==> config.mk <==
export PLATFORM = sky130hd
export DESIGN_NAME = sd_cmd_sequencer
export DESIGN_NICKNAME = d
export VERILOG_FILES = /design/src/rtl/sd_cmd_sequencer.sv
export SDC_FILE = /design/constraint.sdc
export NUM_CORES = 1
export LEC_CHECK = 0
export BUFFER_PORTS_ARGS = -buffer_cell sky130_fd_sc_hd__clkbuf_2
export CORE_UTILIZATION = 40
export CTS_CLUSTER_DIAMETER = 40
export DETAILED_ROUTE_END_ITERATION = 16
export MAX_ROUTING_LAYER = met4
export PLACE_DENSITY = 0.8
export REMOVE_ABC_BUFFERS = 1
export SYNTH_ARGS = -nofsm -noshare
export SYNTH_HDL_FRONTEND = slang
export SYNTH_SLANG_ARGS = --single-unit
==> constraint.sdc <==
create_clock -name ex_clk -period 5.7 [get_ports ex_clk]
set_clock_uncertainty 0.2 [all_clocks]
set_input_delay 0 -clock ex_clk [delete_from_list [all_inputs] [get_ports ex_clk]]
set_output_delay 0 -clock ex_clk [all_outputs]
set_load 0.05 [all_outputs]
==> src/rtl/sd_cmd_sequencer.sv <==
// SD command/response sequencer: issues one command, collects its response and
// handles the no-response timeout, CRC-error re-sends and the inter-command gap.
module sd_cmd_sequencer #(
  parameter int unsigned TIMEOUT    = 1024,
  parameter int unsigned MAX_RETRY  = 2,
  parameter int unsigned GAP_CYCLES = 16
) (
  input  logic         ex_clk,
  input  logic         reset,
  input  logic         cmd_start,
  input  logic [5:0]   cmd_index,
  input  logic [31:0]  cmd_arg,
  input  logic [1:0]   resp_type,
  output logic         tx_start,
  output logic [5:0]   tx_index,
  output logic [31:0]  tx_arg,
  input  logic         tx_done,
  output logic         receive_en,
  output logic         R2_response,
  output logic         R3_response,
  input  logic         sd_receive_started,
  input  logic         sd_receive_finished,
  input  logic         crc_err,
  input  logic [126:0] response,
  output logic [126:0] resp_data,
  output logic         cmd_busy,
  output logic         cmd_done,
  output logic [1:0]   cmd_status,
  output logic [1:0]   retry_cnt
);

  localparam int unsigned IDX_W  = 6;
  localparam int unsigned ARG_W  = 32;
  localparam int unsigned RESP_W = 127;
  localparam int unsigned TMR_W  = $clog2(TIMEOUT + 1);
  localparam int unsigned GAP_W  = $clog2(GAP_CYCLES + 1);

  localparam logic [1:0] ST_OK  = 2'b00;
  localparam logic [1:0] ST_CRC = 2'b01;
  localparam logic [1:0] ST_TMO = 2'b10;

  typedef enum logic [2:0] {
    IDLE    = 3'd0,
    SEND    = 3'd1,
    WAIT_TX = 3'd2,
    RECV    = 3'd3,
    GAP     = 3'd4,
    FINISH  = 3'd5
  } state_e;

  state_e state_q, state_d;

  logic [IDX_W-1:0]  idx_q, idx_d;
  logic [ARG_W-1:0]  arg_q, arg_d;
  logic [1:0]        type_q, type_d;
  logic              r2_q, r2_d;
  logic              r3_q, r3_d;
  logic [RESP_W-1:0] resp_q, resp_d;
  logic [1:0]        status_q, status_d;
  logic [1:0]        retry_q, retry_d;
  logic [TMR_W-1:0]  timer_q, timer_d;
  logic [GAP_W-1:0]  gap_q, gap_d;
  logic              started_q, started_d;
  logic              resend_q, resend_d;
  logic              tx_start_q, tx_start_d;
  logic              recv_en_q, recv_en_d;
  logic              busy_q, busy_d;
  logic              done_q, done_d;

  // Receive outcome decode; a finish always beats a same-cycle expiry
  logic crc_bad, retry_left, finish_ok, finish_retry, finish_fail, expire, gap_last;

  assign crc_bad      = crc_err && !r3_q;
  assign retry_left   = retry_q < 2'(MAX_RETRY);
  assign finish_ok    = sd_receive_finished && !crc_bad;
  assign finish_retry = sd_receive_finished && crc_bad && retry_left;
  assign finish_fail  = sd_receive_finished && crc_bad && !retry_left;
  assign expire       = !sd_receive_finished && !started_q && !sd_receive_started &&
                        (timer_q == TMR_W'(TIMEOUT - 1));
  assign gap_last     = gap_q == GAP_W'(GAP_CYCLES - 1);

  always_ff @(posedge ex_clk or posedge reset) begin
    if (reset) state_q <= IDLE;
    else       state_q <= state_d;
  end

  always_comb begin
    state_d = state_q;
    case (state_q)
      IDLE:    if (cmd_start) state_d = SEND;
      SEND:    state_d = WAIT_TX;
      WAIT_TX: if (tx_done) state_d = (type_q == 2'b00) ? GAP : RECV;
      RECV:    if (sd_receive_finished || expire) state_d = GAP;
      GAP:     if (gap_last) state_d = resend_q ? SEND : FINISH;
      FINISH:  state_d = IDLE;
      default: state_d = IDLE;
    endcase
  end

  // Outputs and datapath; pulse outputs are registered from the next state
  always_comb begin
    tx_start_d = (state_d == SEND);
    recv_en_d  = (state_q == WAIT_TX) && (state_d == RECV);
    busy_d     = (state_d != IDLE);
    done_d     = (state_d == FINISH);
    idx_d      = idx_q;
    arg_d      = arg_q;
    type_d     = type_q;
    r2_d       = r2_q;
    r3_d       = r3_q;
    resp_d     = resp_q;
    status_d   = status_q;
    retry_d    = retry_q;
    timer_d    = timer_q;
    started_d  = started_q;
    resend_d   = resend_q;
    gap_d      = '0;
    case (state_q)
      IDLE: begin
        if (cmd_start) begin
          idx_d    = cmd_index;
          arg_d    = cmd_arg;
          type_d   = resp_type;
          r2_d     = (resp_type == 2'b10);
          r3_d     = (resp_type == 2'b11);
          retry_d  = '0;
          status_d = ST_OK;
          resend_d = 1'b0;
        end
      end
      WAIT_TX: begin
        if (tx_done) begin
          timer_d   = '0;
          started_d = 1'b0;
          if (type_q == 2'b00) status_d = ST_OK;
        end
      end
      RECV: begin
        if (sd_receive_started) started_d = 1'b1;
        if (!started_q) timer_d = timer_q + TMR_W'(1);
        if (finish_ok) begin
          resp_d   = response;
          status_d = ST_OK;
        end else if (finish_retry) begin
          retry_d  = retry_q + 2'd1;
          resend_d = 1'b1;
        end else if (finish_fail) begin
          status_d = ST_CRC;
        end else if (expire) begin
          status_d = ST_TMO;
        end
      end
      GAP: begin
        gap_d = gap_q + GAP_W'(1);
        if (gap_last) resend_d = 1'b0;
      end
      default: ;
    endcase
  end

  always_ff @(posedge ex_clk or posedge reset) begin
    if (reset) begin
      idx_q      <= '0;
      arg_q      <= '0;
      type_q     <= '0;
      r2_q       <= 1'b0;
      r3_q       <= 1'b0;
      resp_q     <= '0;
      status_q   <= '0;
      retry_q    <= '0;
      timer_q    <= '0;
      gap_q      <= '0;
      started_q  <= 1'b0;
      resend_q   <= 1'b0;
      tx_start_q <= 1'b0;
      recv_en_q  <= 1'b0;
      busy_q     <= 1'b0;
      done_q     <= 1'b0;
    end else begin
      idx_q      <= idx_d;
      arg_q      <= arg_d;
      type_q     <= type_d;
      r2_q       <= r2_d;
      r3_q       <= r3_d;
      resp_q     <= resp_d;
      status_q   <= status_d;
      retry_q    <= retry_d;
      timer_q    <= timer_d;
      gap_q      <= gap_d;
      started_q  <= started_d;
      resend_q   <= resend_d;
      tx_start_q <= tx_start_d;
      recv_en_q  <= recv_en_d;
      busy_q     <= busy_d;
      done_q     <= done_d;
    end
  end

  assign tx_start    = tx_start_q;
  assign tx_index    = idx_q;
  assign tx_arg      = arg_q;
  assign receive_en  = recv_en_q;
  assign R2_response = r2_q;
  assign R3_response = r3_q;
  assign resp_data   = resp_q;
  assign cmd_busy    = busy_q;
  assign cmd_done    = done_q;
  assign cmd_status  = status_q;
  assign retry_cnt   = retry_q;

endmodule

==> impl_summary.log, run 1 <==
INFO  metric swShare = 51.7%
INFO  metric crit_arrival = 2740 ps
INFO  metric rr_endpoint = resp_data[112]
INFO  metric syn_avg_cell_area = 13.0 sq um
INFO  metric grt_pass1_wl = 38.1 mm
INFO  metric synth_seq_cells = 198
INFO  metric drt.antenna.violating_nets = 0
INFO  metric crit_fanout = 127
INFO  metric path_clk_slew = 80 ps
INFO  metric hp-class = in -> async
INFO  metric grt_setup_unrepaired = false
INFO  metric max_stage_delay = 620 ps
INFO  metric synth_enable_flop_cells = 0
INFO  metric ios = 349
INFO  metric launch_point_of_the_critical_path = state_q[0]
INFO  metric detailed_place_hpwl = 13.8 mm
INFO  metric outcome = complete, no violations
INFO  metric clk_path_buf_depth = 2
INFO  metric post_cts_setup_repair_buffer_count = 0
INFO  metric antenna_found_initial = 0
INFO  metric finalWeightedCongestion = 0.812
INFO  metric signed_area_change_from_the_synthesized_netlist_to_the_final_layout = 55.2%
INFO  metric drt_iter0_drc = 373
INFO  metric port-buffer-count = 348
INFO  metric first_global_vias = 7232
INFO  metric cp.required = 5810 ps
INFO  metric power_frac_seq = 32.2%
INFO  metric synth_top_cell_by_area = sky130_fd_sc_hd__dfrtp_1
INFO  metric synthTopCellsByCount = sky130_fd_sc_hd__dfrtp_1 (198), sky130_fd_sc_hd__nand2_1 (140), sky130_fd_sc_hd__mux2_2 (126)
INFO  metric post_synth_main_area_contributors = sky130_fd_sc_hd__dfrtp_1 (63%), sky130_fd_sc_hd__mux2_2 (18%), sky130_fd_sc_hd__nand2_1 (6.7%), sky130_fd_sc_hd__buf_4 (0.96%), sky130_fd_sc_hd__a21oi_1 (0.83%)
INFO  metric pre_antenna_drt_iters = 4
INFO  metric critical_path_end_type = flip-flop
INFO  metric cp.buffers_inverters = 1
INFO  metric min_period_over_period = 46.2%
INFO  metric synth_top_flop_cell = sky130_fd_sc_hd__dfrtp_1
INFO  metric r2r.worst_path.cells = 5
INFO  metric nets = 1295
INFO  metric cts.root.buffer_cell = sky130_fd_sc_hd__clkbuf_16
INFO  metric finalHoldViolCount = 0
INFO  metric drv.max_cap_violation_count = 0
INFO  metric p_leak = 6.18 nW
INFO  metric p_clk_share = 16.2%
INFO  metric number_of_buffers_inserted_during_clock_tree_synthesis = 17
INFO  metric slew_violations = 0
INFO  metric timing.final.setup_violations = 0
INFO  metric routed_wirelength = 24.5 mm
INFO  metric p_sw = 0.00386 W
INFO  metric std_cell_rows = 50
INFO  metric grt_start_max_net_pins = 134
INFO  metric power-per-cell-area = 616 mW/mm^2
INFO  metric vias = 6755
INFO  metric critical_path.top_delay_family = simple AND/OR/NAND/NOR gates
INFO  metric combinational_share_of_power = 51.6%
INFO  metric die-height = 142 microns
INFO  metric clock_latency = 420 ps
INFO  metric relSlewSlack = 27.9%
INFO  metric cts-htree-levels = 4
INFO  metric r2r-start = state_q[0]
INFO  metric maximum_resistive_drop_on_vdd = 411 uV
INFO  metric share_of_the_synthesized_area_in_the_top_cell_type = 63.5%
INFO  metric grt.overflow.total = 0
INFO  metric final_util = 64.1%
INFO  metric setup.worst_path.class = reg -> reg
INFO  metric width_of_the_die = 142 microns
INFO  metric route.detailed.wl_per_inst = 17.6 microns
INFO  metric ys_async_rst_share = 100%
INFO  metric drc_errors = 0
INFO  metric critical_path.startpoint_type = flip-flop
INFO  metric floorplan.core_area = 0.0189 sq mm
INFO  metric design.die.area = 0.0201 sq mm
INFO  metric postSynthCellCount = 599
INFO  metric clkSinkCount = 198
INFO  metric synthDistinctLibCells = 43
INFO  metric tightestPinTransition = 1070 ps
INFO  metric avgViaCountPerCell = 4.85
INFO  metric postCtsResizedCells = 0
INFO  metric series_of_cell_instances_along_the_critical_path = and3b_1, nand2_4, nor2_8, buf_12, mux2_2
INFO  metric synth_area = 0.00780 sq mm
INFO  metric fin_setup_tns = 0 ps
INFO  metric achievable-frequency = 380 MHz
INFO  metric design_power_total = 0.00746 W
INFO  metric tritoncts_clock_tree = built
INFO  metric synth_seq_area_share = 63.5%
INFO  metric worst_path_max_delay_cell = sky130_fd_sc_hd__dfrtp_1
INFO  metric ff2ff_setup_slack = 3070 ps
INFO  metric layout-drive-gt1-share = 45.6%
INFO  metric synth.most_common_cell = sky130_fd_sc_hd__dfrtp_1
INFO  metric final_period_minus_worst_setup_slack = 2630 ps
INFO  metric grt.total_usage = 25.7%
INFO  metric initial_utilization = 41.3%
INFO  metric cellInternalPower = 0.00360 W
INFO  metric yosys_warnings = 0
==> power groups by stage <==
stage / Clock [W] / Combinational (W) / Sequential (W)
after floorplan: 0 / 0.000751 / 0.00434
after global placement: 0 / 0.00361 / 0.00234
after detailed placement: 0 / 0.00367 / 0.00237
after CTS: 0.00123 / 0.00377 / 0.00235
after global routing: 0.00129 / 0.00401 / 0.00247
final: 0.00121 / 0.00385 / 0.00240
==> area by class of cell <==
class | instances | area [sq um]
antenna | 2 | 5.00
clock buffer | 18 | 429
clock inverter | 13 | 160
fill | 1361 | 6780
inverter | 6 | 30.0
multi-input combinational | 366 | 2650
sequential | 198 | 4950
tap | 260 | 325
timing repair buffer | 529 | 3560
==> repair_timing <==
action,4_1_cts,5_1_grt
hold buffers,177,0
setup endpoints to repair,0,0
endpoints found under the hold margin,323,0
==> state kept, by name, indices dropped and copies added, names as in the netlist, 2 cells and up <==
name,flops
resp_data,127
tx_arg,32
timer_q,11
tx_index,6
gap_q,5
state_q,3
cmd_status,2
retry_cnt,2
type_q,2
==> worst max-delay path by stage <==
stage	endpoint	slack (ps)	cells past startpoint
after floorplan	R2_response	100	1
after global placement	retry_cnt[1]	3200	5
after detailed placement	resp_data[109]	3160	5
after CTS	resp_data[101]	3150	5
after global routing	retry_cnt[1]	2970	5
final	resp_data[112]	3070	5
==> per-stage QoR <==
step                worst slack [ps]  instance area [sq um]  std cells  hold slack [ps]
floorplan                        103                   7610        570            -94.6
global placement                3200                   9740       1182            -9.49
detailed placement              3160                   9740       1182            -5.34
CTS                             3150                  12100       1390             65.1
global route                    2970                  12100       1390              103
finish                          3070                  12100       1392             89.3
==> kinds of logic after synthesis <==
family | count (synthesis) | synth area share [%]
compound gates | 37 | 2.98
xor+xnor | 6 | 0.673
fa+ha+maj | 3 | 0.481
buf+inv | 35 | 2.74
flops | 198 | 63.5
mux | 130 | 18.8
simple gates | 190 | 10.8
==> worst register-to-register path: stages (launching register included) <==
cell and delay (ps):
sky130_fd_sc_hd__dfrtp_1 620, sky130_fd_sc_hd__and3b_1 430, sky130_fd_sc_hd__nand2_4 110, sky130_fd_sc_hd__nor2_8 100, sky130_fd_sc_hd__buf_12 450, sky130_fd_sc_hd__mux2_2 620
==> per-layer routing <==
layer | vias up | GRT usage [%] | part of all wire [%]
met4 | 0 | 12.7 | 3.9
met1 | 3300 | 27.8 | 37
met5 | - | - | 0
met3 | 74 | 6.11 | 6.9
met2 | 308 | 44.2 | 53
li1 | 3073 | - | -
==> layout by cell type, fill, tap and decap left out, types with 2 or more instances in the layout <==
cell	Yosys	routed
sky130_fd_sc_hd__buf_4	10	3
sky130_fd_sc_hd__mux2_2	126	126
sky130_fd_sc_hd__diode_2	0	2
sky130_fd_sc_hd__xnor2_1	2	2
sky130_fd_sc_hd__clkbuf_16	0	17
sky130_fd_sc_hd__mux2i_1	2	2
sky130_fd_sc_hd__or3_1	5	5
sky130_fd_sc_hd__and4_1	2	2
sky130_fd_sc_hd__nand3b_1	3	3
sky130_fd_sc_hd__inv_8	0	5
sky130_fd_sc_hd__a21o_1	2	2
sky130_fd_sc_hd__clkbuf_2	0	348
sky130_fd_sc_hd__mux2_4	2	2
sky130_fd_sc_hd__o21ai_0	9	9
sky130_fd_sc_hd__o211ai_1	2	2
sky130_fd_sc_hd__clkinv_4	0	3
sky130_fd_sc_hd__ha_1	3	3
sky130_fd_sc_hd__dfrtp_1	198	198
sky130_fd_sc_hd__and3_1	3	3
sky130_fd_sc_hd__nand2_1	140	140
sky130_fd_sc_hd__xor2_1	4	4
sky130_fd_sc_hd__nor3_1	3	3
sky130_fd_sc_hd__dlygate4sd3_1	0	177
sky130_fd_sc_hd__inv_1	6	5
sky130_fd_sc_hd__nand3_1	5	5
sky130_fd_sc_hd__nor2_1	13	13
sky130_fd_sc_hd__inv_6	0	3
sky130_fd_sc_hd__a21oi_1	13	13
sky130_fd_sc_hd__o2111ai_1	5	5
sky130_fd_sc_hd__nor2b_1	4	4
sky130_fd_sc_hd__and2_1	2	2
sky130_fd_sc_hd__clkinv_8	0	2
No activity file was read; power rests on OpenSTA's default activity.
==> inputs of run 2 (changes only) <==
- PLACE_DENSITY: 0.8 -> 0.78
- clock period: 5.7 -> 2.6 ns (I/O delays scaled with it)
==> run 2 against run 1 <==
Clock power grew 110%. Maximum frequency rose by 13%. Die area did not move. Non-clock buffer count up 15. Sequential cell count is the same.
==> impl_summary.log, run 2 (synthesis gave the netlist of run 1 again) <==
INFO  metric grt.overflow.total = 0 (unchanged)
INFO  metric postCtsResizedCells = 0 (unchanged)
INFO  metric path_clk_slew = 80 ps (about the same)
INFO  metric grt.total_usage = 25.2% (was 25.7%)
INFO  metric layout-drive-gt1-share = 46.2% (was 45.6%)
INFO  metric crit_fanout = 12 (was 127)
INFO  metric signed_area_change_from_the_synthesized_netlist_to_the_final_layout = 56.9% (was 55.2%)
INFO  metric detailed_place_hpwl = 14.4 mm (was 13.8 mm)
INFO  metric final_period_minus_worst_setup_slack = 2330 ps (was 2630 ps)
INFO  metric met2_usage = 43.0% (was 44.2%)
INFO  metric nets = 1310 (was 1295)
INFO  metric port-buffer-count = 348 (unchanged)
INFO  metric floorplan.core_area = 0.0189 sq mm (unchanged)
INFO  metric routed_wirelength = 24.6 mm (was 24.5 mm)
INFO  metric dp.cells = 1197 (was 1182)
INFO  metric grt_pass1_wl = 37.5 mm (was 38.1 mm)
INFO  metric cts.root.buffer_cell = sky130_fd_sc_hd__clkbuf_16 (unchanged)
INFO  metric number_of_buffers_inserted_during_clock_tree_synthesis = 17 (unchanged)
INFO  metric layoutNonFillerInstCount = 1408 (was 1392)
INFO  metric outcome = complete, no violations (unchanged)
INFO  metric power-per-cell-area = 1330 mW/mm^2 (was 616 mW/mm^2)
INFO  metric first_global_vias = 7241 (was 7232)
INFO  metric drv.max_cap_violation_count = 0 (unchanged)
INFO  metric std_cell_rows = 50 (unchanged)
INFO  metric mostFrequentLayoutCell = sky130_fd_sc_hd__clkbuf_2 (unchanged)
INFO  metric critical_path.startpoint_type = flip-flop (unchanged)
INFO  metric launch_point_of_the_critical_path = state_q[2] (was state_q[0])
INFO  metric min_period_over_period = 89.7% (was 46.2%)
INFO  metric clkSinkCount = 198 (unchanged)
INFO  metric die-height = 142 microns (unchanged)
INFO  metric p_leak = 6.26 nW (was 6.18 nW)
INFO  metric r2r-start = state_q[2] (was state_q[0])
INFO  metric cp.required = 2770 ps (was 5810 ps)
INFO  metric postPlaceCellArea = 0.00990 sq mm (was 0.00974 sq mm)
INFO  metric crit_arrival = 2500 ps (was 2740 ps)
INFO  metric final_area = 0.0122 sq mm (was 0.0121 sq mm)
INFO  metric drt_iter0_drc = 212 (was 373)
INFO  metric design.die.area = 0.0201 sq mm (unchanged)
INFO  metric layout.cells.most_common_list = sky130_fd_sc_hd__clkbuf_2 (348), sky130_fd_sc_hd__dfrtp_1 (198), sky130_fd_sc_hd__dlygate4sd3_1 (177) (unchanged)
INFO  metric route.detailed.wl_per_inst = 17.4 microns (was 17.6 microns)
INFO  metric setup.worst_path.class = reg -> reg (unchanged)
INFO  metric finalWeightedCongestion = 0.864 (was 0.812)
INFO  metric fin_hold_ws = 48.5 ps (was 89.3 ps)
INFO  metric antenna_found_initial = 1 (was 0)
INFO  metric drt.antenna.violating_nets = 0 (unchanged)
INFO  metric clock_latency = 420 ps (about the same)
INFO  metric clk_path_buf_depth = 2 (unchanged)
INFO  metric tritoncts_clock_tree = built (unchanged)
INFO  metric pre_antenna_drt_iters = 4 (unchanged)
INFO  metric vias = 6908 (was 6755)
INFO  metric max_reg_flops = 127 (unchanged)
INFO  metric relSlewSlack = 57.8% (was 27.9%)
INFO  metric hp-class = in -> async (unchanged)
INFO  metric finalHoldViolCount = 0 (unchanged)
INFO  metric timing.final.setup_violations = 0 (unchanged)
INFO  metric grt_setup_unrepaired = false (unchanged)
INFO  metric grt_start_max_net_pins = 90 (was 134)
INFO  metric maximum_resistive_drop_on_vdd = 791 uV (was 411 uV)
INFO  metric slew_violations = 0 (unchanged)
INFO  metric num-fill-cells = 1346 (was 1361)
INFO  metric initial_utilization = 41.3% (unchanged)
INFO  metric drc_errors = 0 (unchanged)
INFO  metric avgViaCountPerCell = 4.91 (was 4.85)
INFO  metric cts-htree-levels = 4 (unchanged)
INFO  metric achievable-frequency = 429 MHz (was 380 MHz)
INFO  metric critical_path_end_type = flip-flop (unchanged)
INFO  metric groute.layer.met3.usage = 6.18% (was 6.11%)
INFO  metric grtUsageMet1 = 27.6% (was 27.8%)
INFO  metric ios = 349 (unchanged)
INFO  metric width_of_the_die = 142 microns (unchanged)
INFO  metric grt_busiest_layer = met2 (unchanged)
INFO  metric tightestPinTransition = 632 ps (was 1070 ps)
-- run 2: path summary, 6_finish.rpt --
check                                endpoint  slack (ps)  cells past startpoint
min in group ex_clk                tx_arg[23]         110                      4
max in group asynchronous          timer_q[2]        1390                      4
worst max-delay path               tx_arg[29]         270                      6
worst min register to register       gap_q[0]         260                      1
worst min-delay path            resp_data[10]          50                      3
worst max register to register     tx_arg[29]         270                      6
-- run 2: through the flow --
step	total power (W)	setup TNS, ps	worst slack, ps	util [%]
floorplan	0.0112	-630230	-3000	-
global placement	0.0132	0	477	52.4
detailed placement	0.0133	0	453	52.4
CTS	0.0161	0	285	64.8
global route	0.0170	0	196	64.8
finish	0.0163	0	267	64.8
-- run 2: metal layers --
layer	up-vias	routed length (microns)
li1	3099	-
met1	3389	9120
met2	333	12700
met3	87	1700
met4	0	1020
met5	-	0
-- run 2: what timing repair did --
item	4_1_cts	5_1_grt
hold buffers	177	0
hold endpoints to repair	368	0
buffers inserted	0	0
-- run 2: cell type report --
type	instances	area (sq um)	share of cell area, %
Antenna cell	3	7.51	0.0613
Inverter	6	30.0	0.245
Clock buffer	18	429	3.50
Timing Repair Buffer	544	3720	30.4
Multi-Input combinational cell	366	2640	21.6
Sequential cell	198	4950	40.5
Clock inverter	13	138	1.12
Tap cell	260	325	2.66
-- run 2: critical path: stages (launching register included) --
cell                            delay, ps
sky130_fd_sc_hd__dfrtp_1              370
sky130_fd_sc_hd__buf_4                180
sky130_fd_sc_hd__nor4b_4              300
sky130_fd_sc_hd__nand2_1               80
sky130_fd_sc_hd__dlygate4sd3_1        560
sky130_fd_sc_hd__nand2_1               50
sky130_fd_sc_hd__dlygate4sd3_1        530
-- run 2: where the power goes --
group          total [W]  leakage, nW  switching (W)  internal, W
clock network    0.00256        0.275        0.00128      0.00128
registers        0.00521         2.49       0.000815      0.00439
logic            0.00855         3.49        0.00635      0.00220
==> inputs of run 3 (changes only) <==
- CORE_ASPECT_RATIO: default -> 0.5
- TNS_END_PERCENT: default -> 5
==> run 3 against run 2 <==
Cell area is 0.73% lower. Clock-buffer cell count rose by 2. Utilization about the same. First-iteration DRC count up 39%. Sequential cell count is the same. Maximum frequency is 5.0% higher. Wire length is 6.6% lower. Largest power group unchanged. Highest routed layer unchanged.
==> impl_summary.log, run 3 (synthesis gave the netlist of run 1 again) <==
INFO  metric crit_arrival = 2330 ps (was 2500 ps)
INFO  metric clk_path_buf_depth = 2 (unchanged)
INFO  metric clock_latency = 420 ps (about the same)
INFO  metric setup.worst_path.class = reg -> reg (unchanged)
INFO  metric routed_wirelength = 22.9 mm (was 24.6 mm)
INFO  metric finalHoldViolCount = 0 (unchanged)
INFO  metric power-per-cell-area = 1330 mW/mm^2 (about the same)
INFO  metric outcome = complete, no violations (unchanged)
INFO  metric cts.root.buffer_cell = sky130_fd_sc_hd__clkbuf_16 (unchanged)
INFO  metric min_period_over_period = 85.5% (was 89.7%)
INFO  metric post-route-worst-setup-slack = 378 ps (was 267 ps)
INFO  metric grt.overflow.total = 0 (unchanged)
INFO  metric r2r-start = state_q[1] (was state_q[2])
INFO  metric dp.cells = 1189 (was 1197)
INFO  metric floorplan.core_area = 0.0187 sq mm (was 0.0189 sq mm)
INFO  metric achievable-frequency = 450 MHz (was 429 MHz)
INFO  metric path_clk_slew = 70 ps (was 80 ps)
INFO  metric avgViaCountPerCell = 4.77 (was 4.91)
INFO  metric layout-drive-gt1-share = 45.8% (was 46.2%)
INFO  metric drv.max_cap_violation_count = 0 (unchanged)
INFO  metric tritoncts_clock_tree = built (unchanged)
INFO  metric max_reg_flops = 127 (unchanged)
INFO  metric initial_utilization = 41.6% (was 41.3%)
INFO  metric grt.total_usage = 23.5% (was 25.2%)
INFO  metric pre_antenna_drt_iters = 4 (unchanged)
INFO  metric clkSinkCount = 198 (unchanged)
INFO  metric critical_path.startpoint_type = flip-flop (unchanged)
INFO  metric drt.antenna.violating_nets = 0 (unchanged)
INFO  metric maximum_resistive_drop_on_vdd = 662 uV (was 791 uV)
INFO  metric slew_violations = 0 (unchanged)
INFO  metric mostFrequentLayoutCell = sky130_fd_sc_hd__clkbuf_2 (unchanged)
INFO  metric finalWeightedCongestion = 0.826 (was 0.864)
INFO  metric number_of_buffers_inserted_during_clock_tree_synthesis = 17 (unchanged)
INFO  metric placement.setup.worst_slack = 435 ps (was 453 ps)
INFO  metric std_cell_rows = 35 (was 50)
INFO  metric ios = 349 (unchanged)
INFO  metric signed_area_change_from_the_synthesized_netlist_to_the_final_layout = 55.8% (was 56.9%)
INFO  metric grt_start_max_net_pins = 69 (was 90)
INFO  metric vias = 6653 (was 6908)
INFO  metric width_of_the_die = 200 microns (was 142 microns)
INFO  metric port-buffer-count = 348 (unchanged)
INFO  metric layout.cells.most_common_list = sky130_fd_sc_hd__clkbuf_2 (348), sky130_fd_sc_hd__dfrtp_1 (198), sky130_fd_sc_hd__dlygate4sd3_1 (175) (was sky130_fd_sc_hd__clkbuf_2 (348), sky130_fd_sc_hd__dfrtp_1 (198), sky130_fd_sc_hd__dlygate4sd3_1 (177))
INFO  metric first_global_vias = 7131 (was 7241)
INFO  metric postPlaceCellArea = 0.00983 sq mm (was 0.00990 sq mm)
INFO  metric final_period_minus_worst_setup_slack = 2220 ps (was 2330 ps)
INFO  metric drt_iter0_drc = 295 (was 212)
INFO  metric post_cts_setup_repair_buffer_count = 0 (unchanged)
INFO  metric crit_fanout = 9 (was 12)
INFO  metric postCtsResizedCells = 0 (unchanged)
INFO  metric route.detailed.wl_per_inst = 16.4 microns (was 17.4 microns)
INFO  metric p_leak = 6.20 nW (was 6.26 nW)
INFO  metric design.die.area = 0.0201 sq mm (about the same)
INFO  metric die-height = 101 microns (was 142 microns)
INFO  metric hp-class = in -> reg (was in -> async)
INFO  metric drc_errors = 0 (unchanged)
INFO  metric cp.required = 2700 ps (was 2770 ps)
INFO  metric fin_hold_ws = 110 ps (was 48.5 ps)
INFO  metric nets = 1301 (was 1310)
INFO  metric tightestPinTransition = 489 ps (was 632 ps)
INFO  metric critical_path_end_type = flip-flop (unchanged)
INFO  metric relSlewSlack = 66.5% (was 57.8%)
INFO  metric detailed_place_hpwl = 14.3 mm (was 14.4 mm)
INFO  metric launch_point_of_the_critical_path = state_q[1] (was state_q[2])
INFO  metric cts-htree-levels = 4 (unchanged)
INFO  metric timing.final.setup_violations = 0 (unchanged)
INFO  metric final_area = 0.0122 sq mm (about the same)
INFO  metric grt_pass1_wl = 35.1 mm (was 37.5 mm)
INFO  metric layoutNonFillerInstCount = 1395 (was 1408)
INFO  metric grt_setup_unrepaired = false (unchanged)
INFO  metric timing.hold.worst.start = cmd_arg[10]
INFO  metric cts-hold-fix-buffers = 175 (was 177)
INFO  metric antenna_found_initial = 0 (was 1)
[run 3: cell count changes in the layout (fill, tap and decap cells not counted), sizes merged]
cell / before / now
inv: 14 / 9
buf: 19 / 12
clkinvlp: 1 / 3
diode: 3 / 1
clkinv: 4 / 2
clkbuf: 366 / 368
bufinv: 0 / 2
dlygate4sd3: 177 / 175
[run 3: final timing paths]
path,cells after the start,endpoint,slack [ps]
max,6,started_q,380
min,4,tx_arg[10],110
max reg2reg,6,started_q,380
min reg2reg,1,gap_q[0],270
max in group asynchronous,5,state_q[1],880
min in group asynchronous,4,resp_data[93],550
[run 3: stage by stage]
stage | total power [W] | setup TNS, ps | utilization, %
6_report | 0.0162 | 0 | 64.9
5_1_grt | 0.0169 | 0 | 64.9
4_1_cts | 0.0161 | 0 | 64.9
3_5_place_dp | 0.0133 | 0 | 52.5
3_3_place_gp | 0.0131 | 0 | 52.5
2_1_floorplan | 0.0112 | -630230 | -
[run 3: per-layer routing]
metal	up-vias	track usage (%)	wire, microns
met5	-	-	0
met3	74	4.68	921
met4	0	11.7	845
li1	3076	-	-
met2	216	41.4	12300
met1	3287	25.5	8840
[run 3: where the power goes]
| part | switching [W] | total [W] | internal (W) | leakage, nW |
|---|---|---|---|---|
| Sequential | 0.000787 | 0.00518 | 0.00439 | 2.49 |
| Clock | 0.00116 | 0.00260 | 0.00144 | 0.269 |
| Combinational | 0.00624 | 0.00840 | 0.00216 | 3.44 |
[run 3: area by class of cell]
class / instances / area [sq um]
Sequential cell: 198 / 4950
Multi-Input combinational cell: 366 / 2640
Clock buffer: 20 / 447
Tap cell: 259 / 324
Timing Repair Buffer: 535 / 3630
Clock inverter: 10 / 123
Antenna cell: 1 / 2.50
Inverter: 6 / 30.0
Fill cell: 1360 / 6590
[run 3: critical path, stage by stage, from the launching register on]
cell and delay, ps:
sky130_fd_sc_hd__dfrtp_1 500, sky130_fd_sc_hd__nor2b_1 370, sky130_fd_sc_hd__buf_4 210, sky130_fd_sc_hd__nand2_1 50, sky130_fd_sc_hd__a21oi_1 160, sky130_fd_sc_hd__nor2_1 60, sky130_fd_sc_hd__dlygate4sd3_1 550
